[config.mk]
export PLATFORM = sky130hd
export DESIGN_NAME = task_in_word_buffer_flat
export DESIGN_NICKNAME = d
export VERILOG_FILES = /design/src/rtl/task_in_word_buffer_if.sv /design/src/rtl/task_in_word_buffer.sv /design/src/flat_wrapper.sv
export SDC_FILE = /design/constraint.sdc
export NUM_CORES = 1
export LEC_CHECK = 0
export BUFFER_PORTS_ARGS = -buffer_cell sky130_fd_sc_hd__buf_2
export CORE_MARGIN = 2
export CORE_UTILIZATION = 40
export CTS_CLUSTER_SIZE = 30
export DETAILED_ROUTE_END_ITERATION = 8
export GPL_TIMING_DRIVEN = 0
export PLACE_DENSITY_LB_ADDON = 0.2
export RECOVER_POWER = 100
export SYNTH_ARGS = -nofsm -noshare
export SYNTH_HDL_FRONTEND = slang
export SYNTH_SLANG_ARGS = --single-unit
[constraint.sdc]
create_clock -name i_clk -period 2.6 [get_ports i_clk]
set_input_delay 0.39 -clock i_clk [delete_from_list [all_inputs] [get_ports i_clk]]
set_output_delay 0.39 -clock i_clk [all_outputs]
set_load 0.01 [all_outputs]
[src/rtl/task_in_word_buffer_if.sv]
// Byte-in / word-out bus for the task input word buffer.
// master: task manager + output stage side; slave: the buffer itself.
interface task_in_word_buffer_if #(
  parameter int WRITE_DATA_WIDTH = 8,
  parameter int READ_DATA_WIDTH  = 16,
  parameter int NUM_WORDS        = 50
);
  logic                               i_tdata_valid;
  logic [WRITE_DATA_WIDTH-1:0]        i_tdata;
  logic                               i_tdata_last;
  logic                               i_output_last;
  logic                               o_tready;
  logic [READ_DATA_WIDTH-1:0]         o_data;
  logic                               o_enb;
  logic                               o_overflow;
  logic [$clog2(NUM_WORDS+1)-1:0]     o_word_count;

  modport master (
    output i_tdata_valid, i_tdata, i_tdata_last, i_output_last,
    input  o_tready, o_data, o_enb, o_overflow, o_word_count
  );

  modport slave (
    input  i_tdata_valid, i_tdata, i_tdata_last, i_output_last,
    output o_tready, o_data, o_enb, o_overflow, o_word_count
  );
endinterface

[src/rtl/task_in_word_buffer.sv]
// Task input word buffer: packs one packet of bytes little-endian into
// words, stores up to NUM_WORDS of them, replays them (plus optional zero
// flush words) as back-to-back strobes, then waits for the output stage.
module task_in_word_buffer #(
  parameter int WRITE_DATA_WIDTH = 8,
  parameter int READ_DATA_WIDTH  = 16,
  parameter int NUM_WORDS        = 50,
  parameter int FLUSH_WORDS      = 0
) (
  input  logic                 i_clk,
  input  logic                 i_rst,
  task_in_word_buffer_if.slave bus
);
  localparam int BPW  = READ_DATA_WIDTH / WRITE_DATA_WIDTH;
  localparam int BW   = (BPW > 1) ? $clog2(BPW) : 1;
  localparam int AW   = (NUM_WORDS > 1) ? $clog2(NUM_WORDS) : 1;
  localparam int CNTW = $clog2(NUM_WORDS + 1);
  localparam int RW   = $clog2(NUM_WORDS + FLUSH_WORDS + 1);

  typedef enum logic [1:0] {IDLE, LOAD, PLAY, WAIT_OUT} state_t;

  state_t                     state_q, state_d;
  logic                       tready_q, tready_d;
  logic                       enb_q, enb_d;
  logic [READ_DATA_WIDTH-1:0] data_q, data_d;
  logic                       ovf_q, ovf_d;
  logic [CNTW-1:0]            wr_ptr_q, wr_ptr_d;
  logic [RW-1:0]              rd_ptr_q, rd_ptr_d;
  logic [BW-1:0]              byte_idx_q, byte_idx_d;
  logic [READ_DATA_WIDTH-1:0] asm_q, asm_d;

  logic [READ_DATA_WIDTH-1:0] mem [NUM_WORDS];
  logic                       mem_we;
  logic [READ_DATA_WIDTH-1:0] word_w;
  logic                       accept, full;
  logic [RW-1:0]              total;

  assign accept = bus.i_tdata_valid && tready_q;
  assign full   = (wr_ptr_q == CNTW'(NUM_WORDS));
  assign total  = RW'(wr_ptr_q) + RW'(FLUSH_WORDS);

  // Assembly register with the incoming byte merged into its lane.
  always_comb begin
    word_w = asm_q;
    for (int k = 0; k < BPW; k++)
      if (byte_idx_q == BW'(k))
        word_w[k*WRITE_DATA_WIDTH +: WRITE_DATA_WIDTH] = bus.i_tdata;
  end

  // Next-state logic for control, pointers and registered outputs.
  always_comb begin
    state_d    = state_q;
    tready_d   = tready_q;
    enb_d      = enb_q;
    data_d     = data_q;
    ovf_d      = ovf_q;
    wr_ptr_d   = wr_ptr_q;
    rd_ptr_d   = rd_ptr_q;
    byte_idx_d = byte_idx_q;
    asm_d      = asm_q;
    mem_we     = 1'b0;
    case (state_q)
      IDLE, LOAD: begin
        tready_d = 1'b1;
        if (accept) begin
          state_d = LOAD;
          if (state_q == IDLE) ovf_d = 1'b0;
          if (full) begin
            // Capacity reached: keep draining the packet, remember it.
            ovf_d = 1'b1;
          end else if (bus.i_tdata_last || byte_idx_q == BW'(BPW-1)) begin
            // Complete word, or partial word closed by last (upper lanes
            // are still zero because asm clears after every write).
            mem_we     = 1'b1;
            wr_ptr_d   = wr_ptr_q + CNTW'(1);
            byte_idx_d = '0;
            asm_d      = '0;
          end else begin
            asm_d      = word_w;
            byte_idx_d = byte_idx_q + BW'(1);
          end
          if (bus.i_tdata_last) begin
            // First strobe goes out on the first PLAY cycle; word 0 may be
            // the one being written on this very edge.
            state_d  = PLAY;
            tready_d = 1'b0;
            enb_d    = 1'b1;
            data_d   = (wr_ptr_q == '0) ? word_w : mem[0];
            rd_ptr_d = RW'(1);
          end
        end
      end
      PLAY: begin
        if (rd_ptr_q < total) begin
          enb_d    = 1'b1;
          data_d   = (rd_ptr_q < RW'(wr_ptr_q)) ? mem[rd_ptr_q[AW-1:0]] : '0;
          rd_ptr_d = rd_ptr_q + RW'(1);
        end else begin
          enb_d   = 1'b0;
          state_d = WAIT_OUT;
        end
      end
      WAIT_OUT: begin
        enb_d = 1'b0;
        if (bus.i_output_last) begin
          state_d    = IDLE;
          tready_d   = 1'b1;
          wr_ptr_d   = '0;
          rd_ptr_d   = '0;
          byte_idx_d = '0;
          asm_d      = '0;
        end
      end
      default: state_d = IDLE;
    endcase
  end

  // Control and output registers, synchronous active-low reset.
  always_ff @(posedge i_clk) begin
    if (!i_rst) begin
      state_q    <= IDLE;
      tready_q   <= 1'b0;
      enb_q      <= 1'b0;
      data_q     <= '0;
      ovf_q      <= 1'b0;
      wr_ptr_q   <= '0;
      rd_ptr_q   <= '0;
      byte_idx_q <= '0;
      asm_q      <= '0;
    end else begin
      state_q    <= state_d;
      tready_q   <= tready_d;
      enb_q      <= enb_d;
      data_q     <= data_d;
      ovf_q      <= ovf_d;
      wr_ptr_q   <= wr_ptr_d;
      rd_ptr_q   <= rd_ptr_d;
      byte_idx_q <= byte_idx_d;
      asm_q      <= asm_d;
    end
  end

  // Word storage; contents survive reset, only pointers are cleared.
  always_ff @(posedge i_clk) begin
    if (i_rst && mem_we) mem[wr_ptr_q[AW-1:0]] <= word_w;
  end

  assign bus.o_tready     = tready_q;
  assign bus.o_enb        = enb_q;
  assign bus.o_data       = data_q;
  assign bus.o_overflow   = ovf_q;
  assign bus.o_word_count = wr_ptr_q;
endmodule

[src/flat_wrapper.sv]
// flat-port wrapper written by rule: the top's interface ports become plain ports
module task_in_word_buffer_flat 
#(
  parameter int WRITE_DATA_WIDTH = 8,
  parameter int READ_DATA_WIDTH  = 16,
  parameter int NUM_WORDS        = 50,
  parameter int FLUSH_WORDS      = 0
)
  (i_clk, i_rst, bus_i_tdata_valid, bus_i_tdata, bus_i_tdata_last, bus_i_output_last, bus_o_tready, bus_o_data, bus_o_enb, bus_o_overflow, bus_o_word_count);
  task_in_word_buffer_if #(.WRITE_DATA_WIDTH(WRITE_DATA_WIDTH), .READ_DATA_WIDTH(READ_DATA_WIDTH), .NUM_WORDS(NUM_WORDS)) bus_i ();
  input  logic i_clk;
  input  logic i_rst;
  input wire logic [$bits(bus_i.i_tdata_valid)-1:0] bus_i_tdata_valid;
  input wire logic [$bits(bus_i.i_tdata)-1:0] bus_i_tdata;
  input wire logic [$bits(bus_i.i_tdata_last)-1:0] bus_i_tdata_last;
  input wire logic [$bits(bus_i.i_output_last)-1:0] bus_i_output_last;
  output wire logic [$bits(bus_i.o_tready)-1:0] bus_o_tready;
  output wire logic [$bits(bus_i.o_data)-1:0] bus_o_data;
  output wire logic [$bits(bus_i.o_enb)-1:0] bus_o_enb;
  output wire logic [$bits(bus_i.o_overflow)-1:0] bus_o_overflow;
  output wire logic [$bits(bus_i.o_word_count)-1:0] bus_o_word_count;
  assign bus_i.i_tdata_valid = bus_i_tdata_valid;
  assign bus_i.i_tdata = bus_i_tdata;
  assign bus_i.i_tdata_last = bus_i_tdata_last;
  assign bus_i.i_output_last = bus_i_output_last;
  assign bus_o_tready = bus_i.o_tready;
  assign bus_o_data = bus_i.o_data;
  assign bus_o_enb = bus_i.o_enb;
  assign bus_o_overflow = bus_i.o_overflow;
  assign bus_o_word_count = bus_i.o_word_count;
  task_in_word_buffer #(.WRITE_DATA_WIDTH(WRITE_DATA_WIDTH), .READ_DATA_WIDTH(READ_DATA_WIDTH), .NUM_WORDS(NUM_WORDS), .FLUSH_WORDS(FLUSH_WORDS)) u_core (.i_clk(i_clk), .i_rst(i_rst), .bus(bus_i));
endmodule
== Word level (Yosys, flattened, before mapping) ==
Memories as Yosys holds them, arrays and structs flattened. A register that Yosys moved wholly into a read port is not among the register bits.
Cells that the tools add are included.

* Flip-flop bits (word level): 50
* Memory bits (writable): 800
* Input bits: 13
* Output and inout bits: 25
* Word-level logic and storage cells: 91
* Memories kept: 1

{| class="wikitable"
|+ Memories
! name !! depth !! width !! rd ports !! clocked after Yosys merged registers in !! write ports !! RTL line !! text
|-
| u_core.mem || 50 || 16 || 2 || 1 || 1 || task_in_word_buffer.sv:32 || <nowiki>logic [READ_DATA_WIDTH-1:0] mem [NUM_WORDS];</nowiki>
|}

* Add/sub/neg operators: 3
* Order comparisons: 1
* Eq/ne operators: 11
* Muxes and demuxes: 49
* Reduce and logical (&&, ||, !) cells: 17

{| class="wikitable"
|+ Operators by type and width
! kind !! number
|-
| $mux 16 || 8
|-
| $pmux 16 s2 || 2
|-
| $mux 6 || 9
|-
| $mux 1 || 18
|-
| $pmux 6 s3 || 1
|-
| $mux 8 || 2
|-
| $add 6x1->6 const B || 2
|-
| $pmux 6 s2 || 1
|-
| $reduce_and 4->1 || 3
|-
| $mux 2 || 4
|-
| $ne 2x2->1 const B || 4
|-
| $eq 6x6->1 const B || 1
|-
| $logic_not 6->1 || 1
|-
| $lt 6x6->1 || 1
|-
| $ne 2x1->1 const B || 3
|-
| $pmux 2 s3 || 1
|-
| $reduce_and 3->1 || 2
|-
| $reduce_bool 2->1 || 3
|-
| $reduce_and 5->1 || 1
|-
| $eq 2x2->1 const B || 2
|-
| $pmux 1 s2 || 2
|-
| $reduce_and 2->1 || 2
|-
| $pmux 1 s3 || 1
|-
| $eq 2x1->1 const B || 1
|-
| 5 further kinds || 6
|}

== Longest topological paths before layout ==
Gate-level depths: netlist (run 1).

* Depth in word-level cells: 8
* Depth in mapped cells: 11
* Mapped depth without buffers: 8

== Worst setup path after synthesis (run 1) ==
Ideal clock, no wire load.

* Path kind: register -> register
* From: register u_core.wr_ptr_q[0] (netlist: u_core.bus.o_word_count[0])
* To: memory u_core.mem[39][0] (enable)
* Library setup time: 0.389 ns
* Arrival: 2.187 ns
* Data required time: 2.211 ns
* Path slack: 0.024 ns
* Cell stages (with the launch flop): 8
* Path buffers: 0
* Clock period less this slack: 2.576 ns
* Cell sequence: dfxtp_1 inv_1 ha_1 nand2b_1 o211ai_1 nor3_1 nand3_1 nor2_1

* Longest elaborated chain between the ends: 7

{| class="wikitable"
|+ RTL lines
! element !! RTL line !! text
|-
| start, declared || task_in_word_buffer.sv:27 || <nowiki>logic [CNTW-1:0] wr_ptr_q, wr_ptr_d;</nowiki>
|-
| start signal, assigned || task_in_word_buffer.sv:136 || <nowiki>wr_ptr_q <= wr_ptr_d;</nowiki>
|-
| $eq 6x6->1 || task_in_word_buffer.sv:39 || <nowiki>assign full = (wr_ptr_q == CNTW'(NUM_WORDS));</nowiki>
|-
| $mux 1 || task_in_word_buffer.sv:68 || <nowiki>if (full) begin</nowiki>
|-
| $mux 1 || task_in_word_buffer.sv:65 || <nowiki>if (accept) begin</nowiki>
|-
| $mux 1 || task_in_word_buffer.sv:62 || <nowiki>case (state_q)</nowiki>
|-
| $logic_and 1x1->1 || task_in_word_buffer.sv:145 || <nowiki>if (i_rst && mem_we) mem[wr_ptr_q[AW-1:0]] <= word_w;</nowiki>
|-
| $mux 1 || task_in_word_buffer.sv:145 ||
|-
| $mux 1 (implied by the code) || task_in_word_buffer.sv:145 ||
|-
| end, declared || task_in_word_buffer.sv:32 ||
|}

Several ways; a longest one is shown, not always the timed one.

== Worst setup path after layout (run 1) ==
* From: register u_core.wr_ptr_q[3] (netlist: u_core.bus.o_word_count[3])
* To: register u_core.data_q[1] (netlist: u_core.bus.o_data[1])

* Longest elaborated chain between the ends: 5
* Elaborated cells between the ends (all ways): 8
* Classes of those cells: order compare: 1; eq/ne: 1; mux: 4; reduce/logical: 2

{| class="wikitable"
|+ RTL lines
! element !! RTL line !! text
|-
| branches (longest 5 deep; another with $lt 6x6->1) || n/a ||
|-
| end signal, assigned || task_in_word_buffer.sv:134 || <nowiki>data_q <= data_d;</nowiki>
|-
| end, declared || task_in_word_buffer.sv:25 || <nowiki>logic [READ_DATA_WIDTH-1:0] data_q, data_d;</nowiki>
|}

Several ways; the timed one is not identified. The select of a mux whose other input is x is not followed.
A chain may end at the register's enable or synchronous reset.

==> flow_summary.yaml, run 1 <==
clocking:
  path_clk_slew_ps: 60
  numCtsBuffers: 88
  cts.sinks: 856
  postCtsHoldBufs: 0
  cts_tree: "built"
  clk_latency_ps: 640
  cts-root-buf: "clkbuf_16"
  cts_buffer_depth: 3
  cts_max_level: 3
routing:
  wl_um: 96400
  num_vias: 18400
  routed_via_density: 5.91
  routedWlPerCell_um: 30.9
  first_iter_violations: 2138
  final_antenna_net_count: 0
  firstDrtPassIters: 5
  post-route-drc-count: 0
flow_run:
  cap_viol_max_count: 0
power:
  ir_drop_uv: 436
  p_total_mw: 28.7
  power.density_nw_per_um2: 704
  leakagePower_nw: 12.7
global_routing:
  overflow: 0
  grt_pass1_wl_um: 136000
  grt_max_degree: 53
  antenna_found_initial: 2
  grt_pass1_vias: 18200
  grt_use_total: 0.224
worst_setup_path:
  slowest_delay_ps: 440
  cp-end-kind: "flip-flop"
  r2r-start: "u_core.bus.o_word_count[3]"
  startpoint_type: "flip-flop"
  r2r_slack_ps: -10
  worstPathMaxFanout: 10
  worstReg2RegEnd: "u_core.bus.o_data[1]"
  critPathKind: "reg -> reg"
  slowest_stage: "nor4_2"
  path_cells: "or3_4, buf_12, nor3b_4, buf_6, buf_6, mux2i_2, nor2_1, nor4_2, a31oi_1"
  critPathRequiredTime_ps: 3090
  arrival_ps: 3100
  crit_top_cell: "buf_6"
  reg2regPathDepth: 9
cells_and_area:
  final_nets: 1993
  post-route-util: 0.487
  drive_gt1_frac: 0.321
  syn2layout_area_growth_pct: 20.7
  layout_commonest_cell: "edfxtp_1"
  mostFrequentLayoutCells: "edfxtp_1, mux4_2, clkbuf_16, mux2i_1, buf_4"
floorplanning:
  die_area_um2: 86700
  die_h_um: 294
  fp.coreArea_um2: 83600
  ioPinCount: 38
  rows: 106
  start_util: 0.404
  fp.dieW_um: 294
sta:
  setup_slack_ps: -14.7
  fmax_ghz: 0.382
  slew_headroom: 0.253
  rsz0062_at_grt: "yes"
  finClkSkew_ps: 23.0
  slew_violations: 0
  hold_violations: 0
  tns_ps: -14.7
  holdWs_ps: 44.1
  setup_viol: 1
  worst_slew_pin_slew_ps: 1120
  min_period_ps: 2610
  finalCritPeriodShare: 1.01
placed_design:
  hpwlAfterDp_um: 64400
  numPortBuffers: 36
  routabilityCongestion: 0.912
yosys:
  synth_ff_type: "edfxtp_1"
  synth.avg_cell_area_um2: 19.5
  ys_types: 67
  synth_area_um2: 33700
  synth_fp_nets: 1754
  synthCells: 1732
  yosys_warnings: 0
  synth-edff-count: 800
  ys_seq_area_frac: 0.745
  synth-seq-cells: 856
  synthArstFlopShare: 0
run_status:
  violations: "setup timing"
  status: "finished with violations"
min_path:
  holdPathStages: 3
  hp-class: "in -> reg"
  hp-start: "bus_i_tdata[6]"
  hold_end: "u_core.asm_q[6]"
report_power, final:
part	internal [mW]	switching, mW	leakage, nW
logic	0.532	0.800	3.61
clock network	7.02	5.18	1.34
registers	15.1	0.0371	7.73
synth_stat cells (all sizes together), types with 22 or more instances:
library cell	n	area share
mux2i	79	0.023
nand2	42	0.0047
dfxtp	56	0.033
mux2	22	0.0073
buf	66	0.015
mux4	179	0.12
edfxtp	800	0.71
a22oi	48	0.011
a21oi	40	0.0059
nor2	103	0.012
o21ai	33	0.0049
nor2b	38	0.0070
cell type report:
| class | instances | area [µm²] |
|---|---|---|
| fillers | 6742 | 42800 |
| flip-flops and latches | 856 | 25200 |
| diodes | 2 | 5.00 |
| multi-input cells | 771 | 8730 |
| plain buffers | 85 | 795 |
| inverters | 18 | 67.6 |
| clock inverters | 41 | 367 |
| clock buffers | 118 | 2380 |
| repair buffers | 151 | 1860 |
| well taps | 1080 | 1350 |
worst max-delay path by stage:
| stage | cells past startpoint | end | from |
|---|---|---|---|
| 2_1_floorplan | 7 | u_core.mem[39][0] | u_core.bus.o_word_count[0] |
| 3_3_place_gp | 5 | u_core.mem[31][11] | i_rst |
| 3_5_place_dp | 7 | u_core.bus.o_data[14] | flip-flop |
| 4_1_cts | 8 | u_core.bus.o_data[14] | flip-flop |
| 5_1_grt | 9 | u_core.mem[41][6] | u_core.bus.o_word_count[0] |
| 6_report | 9 | u_core.bus.o_data[1] | u_core.bus.o_word_count[3] |
cell families after synthesis:
kind of cell	count (synthesis)	synth area share
XOR/XNOR	4	0.00104
flip-flops	856	0.745
AND/OR/NAND/NOR	267	0.0387
multiplexers	280	0.150
buffers and inverters	105	0.0197
adder cells (fa/ha/maj)	9	0.00334
AO/OA/AOI/OAI	211	0.0418
registers in the layout, summed over array words and instances (netlist names), named ones only:
register	flops
u_core.mem	800
u_core.state_q	2
u_core.bus.o_data	16
u_core.rd_ptr_q	6
u_core.asm_q	16
u_core.bus.o_word_count	6
u_core.bus.o_enb	1
u_core.byte_idx_q	1
u_core.bus.o_tready	1
u_core.bus.o_overflow	1
per-layer routing:
layer | part of all wire | GRT usage | routed length (µm) | vias up
li1 | - | - | - | 7595
met1 | 0.41 | 0.310 | 39400 | 9798
met3 | 0.077 | 0.0356 | 7420 | 204
met5 | 0 | 0 | 0 | -
met2 | 0.47 | 0.360 | 45600 | 846
met4 | 0.041 | 0.0803 | 3980 | 0
through the flow:
step,cell area (µm²),instances,setup WS (ps)
after floorplan,33700,1732,24.3
after global placement,35300,2848,-1480
after detailed placement,36400,2897,-807
after CTS,40400,3111,-29.6
after global routing,40700,3122,-47.5
final,40700,3122,-14.7
worst max-delay path, delay by kind of cell, from the launching register on:
family | cells | cell delay, ps
AND/OR/NAND/NOR | 4 | 1250
buffers and inverters | 3 | 440
flip-flops | 1 | 390
multiplexers | 1 | 240
AO/OA/AOI/OAI | 1 | 150
what timing repair did:
action | 4_1_cts | 5_1_grt
endpoints found under the setup margin | 813 | 481
setup buffers | 56 | 10
pin swaps | 48 | 21
gates resized for setup | 157 | 66
Note: power is estimated with default switching activity, not from simulation.
==> inputs of run 2 (changes only) <==
- CAP_MARGIN: not set -> 20
- CTS_BUF_LIST: not set -> sky130_fd_sc_hd__clkbuf_16
==> flow_summary.yaml, run 2 (synthesis results as in run 1) <==
floorplanning:
  start_util: 0.404
  die_area_um2: 86700
  ioPinCount: 38
  rows: 106
  die_h_um: 294
  fp.coreArea_um2: 83600
  fp.dieW_um: 294
power:
  pwr-share-seq: 0.533
  p_sw_mw: 6.07
  p_int_mw: 22.3
  power_frac_clock: 0.419
  ir_drop_uv: 457
  swShare: 0.214
  pwr-share-comb: 0.048
  power.density_nw_per_um2: 694
  leakagePower_nw: 12.9
routing:
  final_antenna_net_count: 0
  num_vias: 18600
  firstDrtPassIters: 5
  routed_via_density: 5.92
  wl_um: 97600
  routedWlPerCell_um: 31.0
  first_iter_violations: 2455
  post-route-drc-count: 0
cells_and_area:
  fillers: 6789
  antenna_cells: 0
  multi_input_area_um2: 8620
  layout_commonest_cell: "edfxtp_1"
  final_area_um2: 40900
  largest_reg_flops: 800
  mostFrequentLayoutCells: "edfxtp_1, mux4_2, clkbuf_16, mux2i_1, buf_4"
  layoutNonFillerInstCount: 3145
  syn2layout_area_growth_pct: 21.1
  drive_gt1_frac: 0.322
  final_nets: 2015
  ff_latch_area_um2: 25200
global_routing:
  grt_pass1_vias: 18100
  grtUsageMet1: 0.307
  overflow: 0
  top_usage_layer: "met2"
  antenna_found_initial: 0
  grt_use_total: 0.223
  met3_usage: 0.0366
  grt_max_degree: 53
  grt_pass1_wl_um: 135000
  grtUsageMet2: 0.362
clocking:
  postCtsHoldBufs: 0
  cts_buffer_depth: 3
  clk_latency_ps: 640
  cts_max_level: 3
  numCtsBuffers: 90
  cts-root-buf: "clkbuf_16"
  path_clk_slew_ps: 60
  cts.sinks: 856
  cts_tree: "built"
worst_setup_path:
  cp-end-kind: "flip-flop"
  arrival_ps: 3170
  reg2regPathDepth: 7
  worstPathMaxFanout: 10
  worstReg2RegEnd: "u_core.bus.o_data[13]"
  startpoint_type: "flip-flop"
  critPathKind: "reg -> reg"
  r2r_slack_ps: -50
  r2r-start: "u_core.state_q[1]"
  critPathRequiredTime_ps: 3120
run_status:
  violations: "setup timing"
  status: "finished with violations"
placed_design:
  placedInstanceArea_um2: 36500
  post-place-cells: 2901
  routabilityCongestion: 0.912
  pre_cts_ws_ps: -856
  numPortBuffers: 36
  hpwlAfterDp_um: 65700
sta:
  min_period_ps: 2650
  finalCritPeriodShare: 1.02
  worst_slew_pin_slew_ps: 1120
  finClkSkew_ps: 25.1
  fmax_ghz: 0.378
  setup_viol: 3
  hold_violations: 0
  holdWs_ps: 39.5
  rsz0062_at_grt: "yes"
  slew_headroom: 0.251
  slew_violations: 0
  setup_slack_ps: -48.3
flow_run:
  cap_viol_max_count: 0
min_path:
  hp-class: "in -> reg"
  hold_end: "u_core.asm_q[2]"
  holdPathStages: 3
  hp-start: "bus_i_tdata[2]"
[run 2: per-layer routing]
layer  part of all wire  routed length (µm)  vias to the layer above
met2               0.48               46400                      897
li1                   -                   -                     7656
met4              0.039                3820                        0
met5                  0                   0                        -
met1               0.41               39800                     9822
met3              0.077                7530                      232
[run 2: what timing repair did]
action	in CTS	in global routing
gates resized for setup	142	68
buffers inserted	35	42
endpoints found under the setup margin	813	586
pin swaps	31	36
gates cloned	0	2
[run 2: final cells by class]
type                            instances  area share
Buffer                                 85      0.0199
Clock buffer                           93      0.0569
Clock inverter                         71     0.00958
Inverter                               18     0.00175
Multi-Input combinational cell        771       0.211
Sequential cell                       856       0.616
Tap cell                             1080      0.0331
Timing Repair Buffer                  171      0.0523
[run 2: stage by stage]
stage           util  setup TNS (ps)  power (mW)
6_report       0.489            -102        28.4
5_1_grt        0.489            -157        29.1
4_1_cts        0.481           -98.5        28.5
3_5_place_dp   0.436         -280500        16.7
3_3_place_gp   0.422        -1041980        16.6
2_1_floorplan      -               0        16.2
[run 2: worst max path at each step]
stage               slack (ps)                    end  cells past startpoint                       start
floorplan                   20      u_core.mem[39][0]                      7  u_core.bus.o_word_count[0]
global placement         -1480     u_core.mem[31][11]                      5                       i_rst
detailed placement        -860  u_core.bus.o_data[14]                      7                   flip-flop
CTS                        -40  u_core.bus.o_data[14]                      8                   flip-flop
global route               -40   u_core.bus.o_data[1]                      8  u_core.bus.o_word_count[4]
finish                     -50  u_core.bus.o_data[13]                      7           u_core.state_q[1]
[run 2: critical path, cell delays in order (launching register included)]
cell and delay, ps:
dfxtp_1 380, buf_2 230, nor2b_1 530, nand2_1 360, nor4_1 430, nor3_1 80
nor4_1 380, o21ai_1 130
[run 2: power by group through the flow]
stage / clock (mW) / combinational (mW) / sequential [mW]
4_1_cts: 12.1 / 1.30 / 15.1
6_report: 11.9 / 1.36 / 15.1
5_1_grt: 12.6 / 1.43 / 15.1
2_1_floorplan: 0 / 0.789 / 15.4
3_3_place_gp: 0 / 1.20 / 15.4
3_5_place_dp: 0 / 1.24 / 15.4
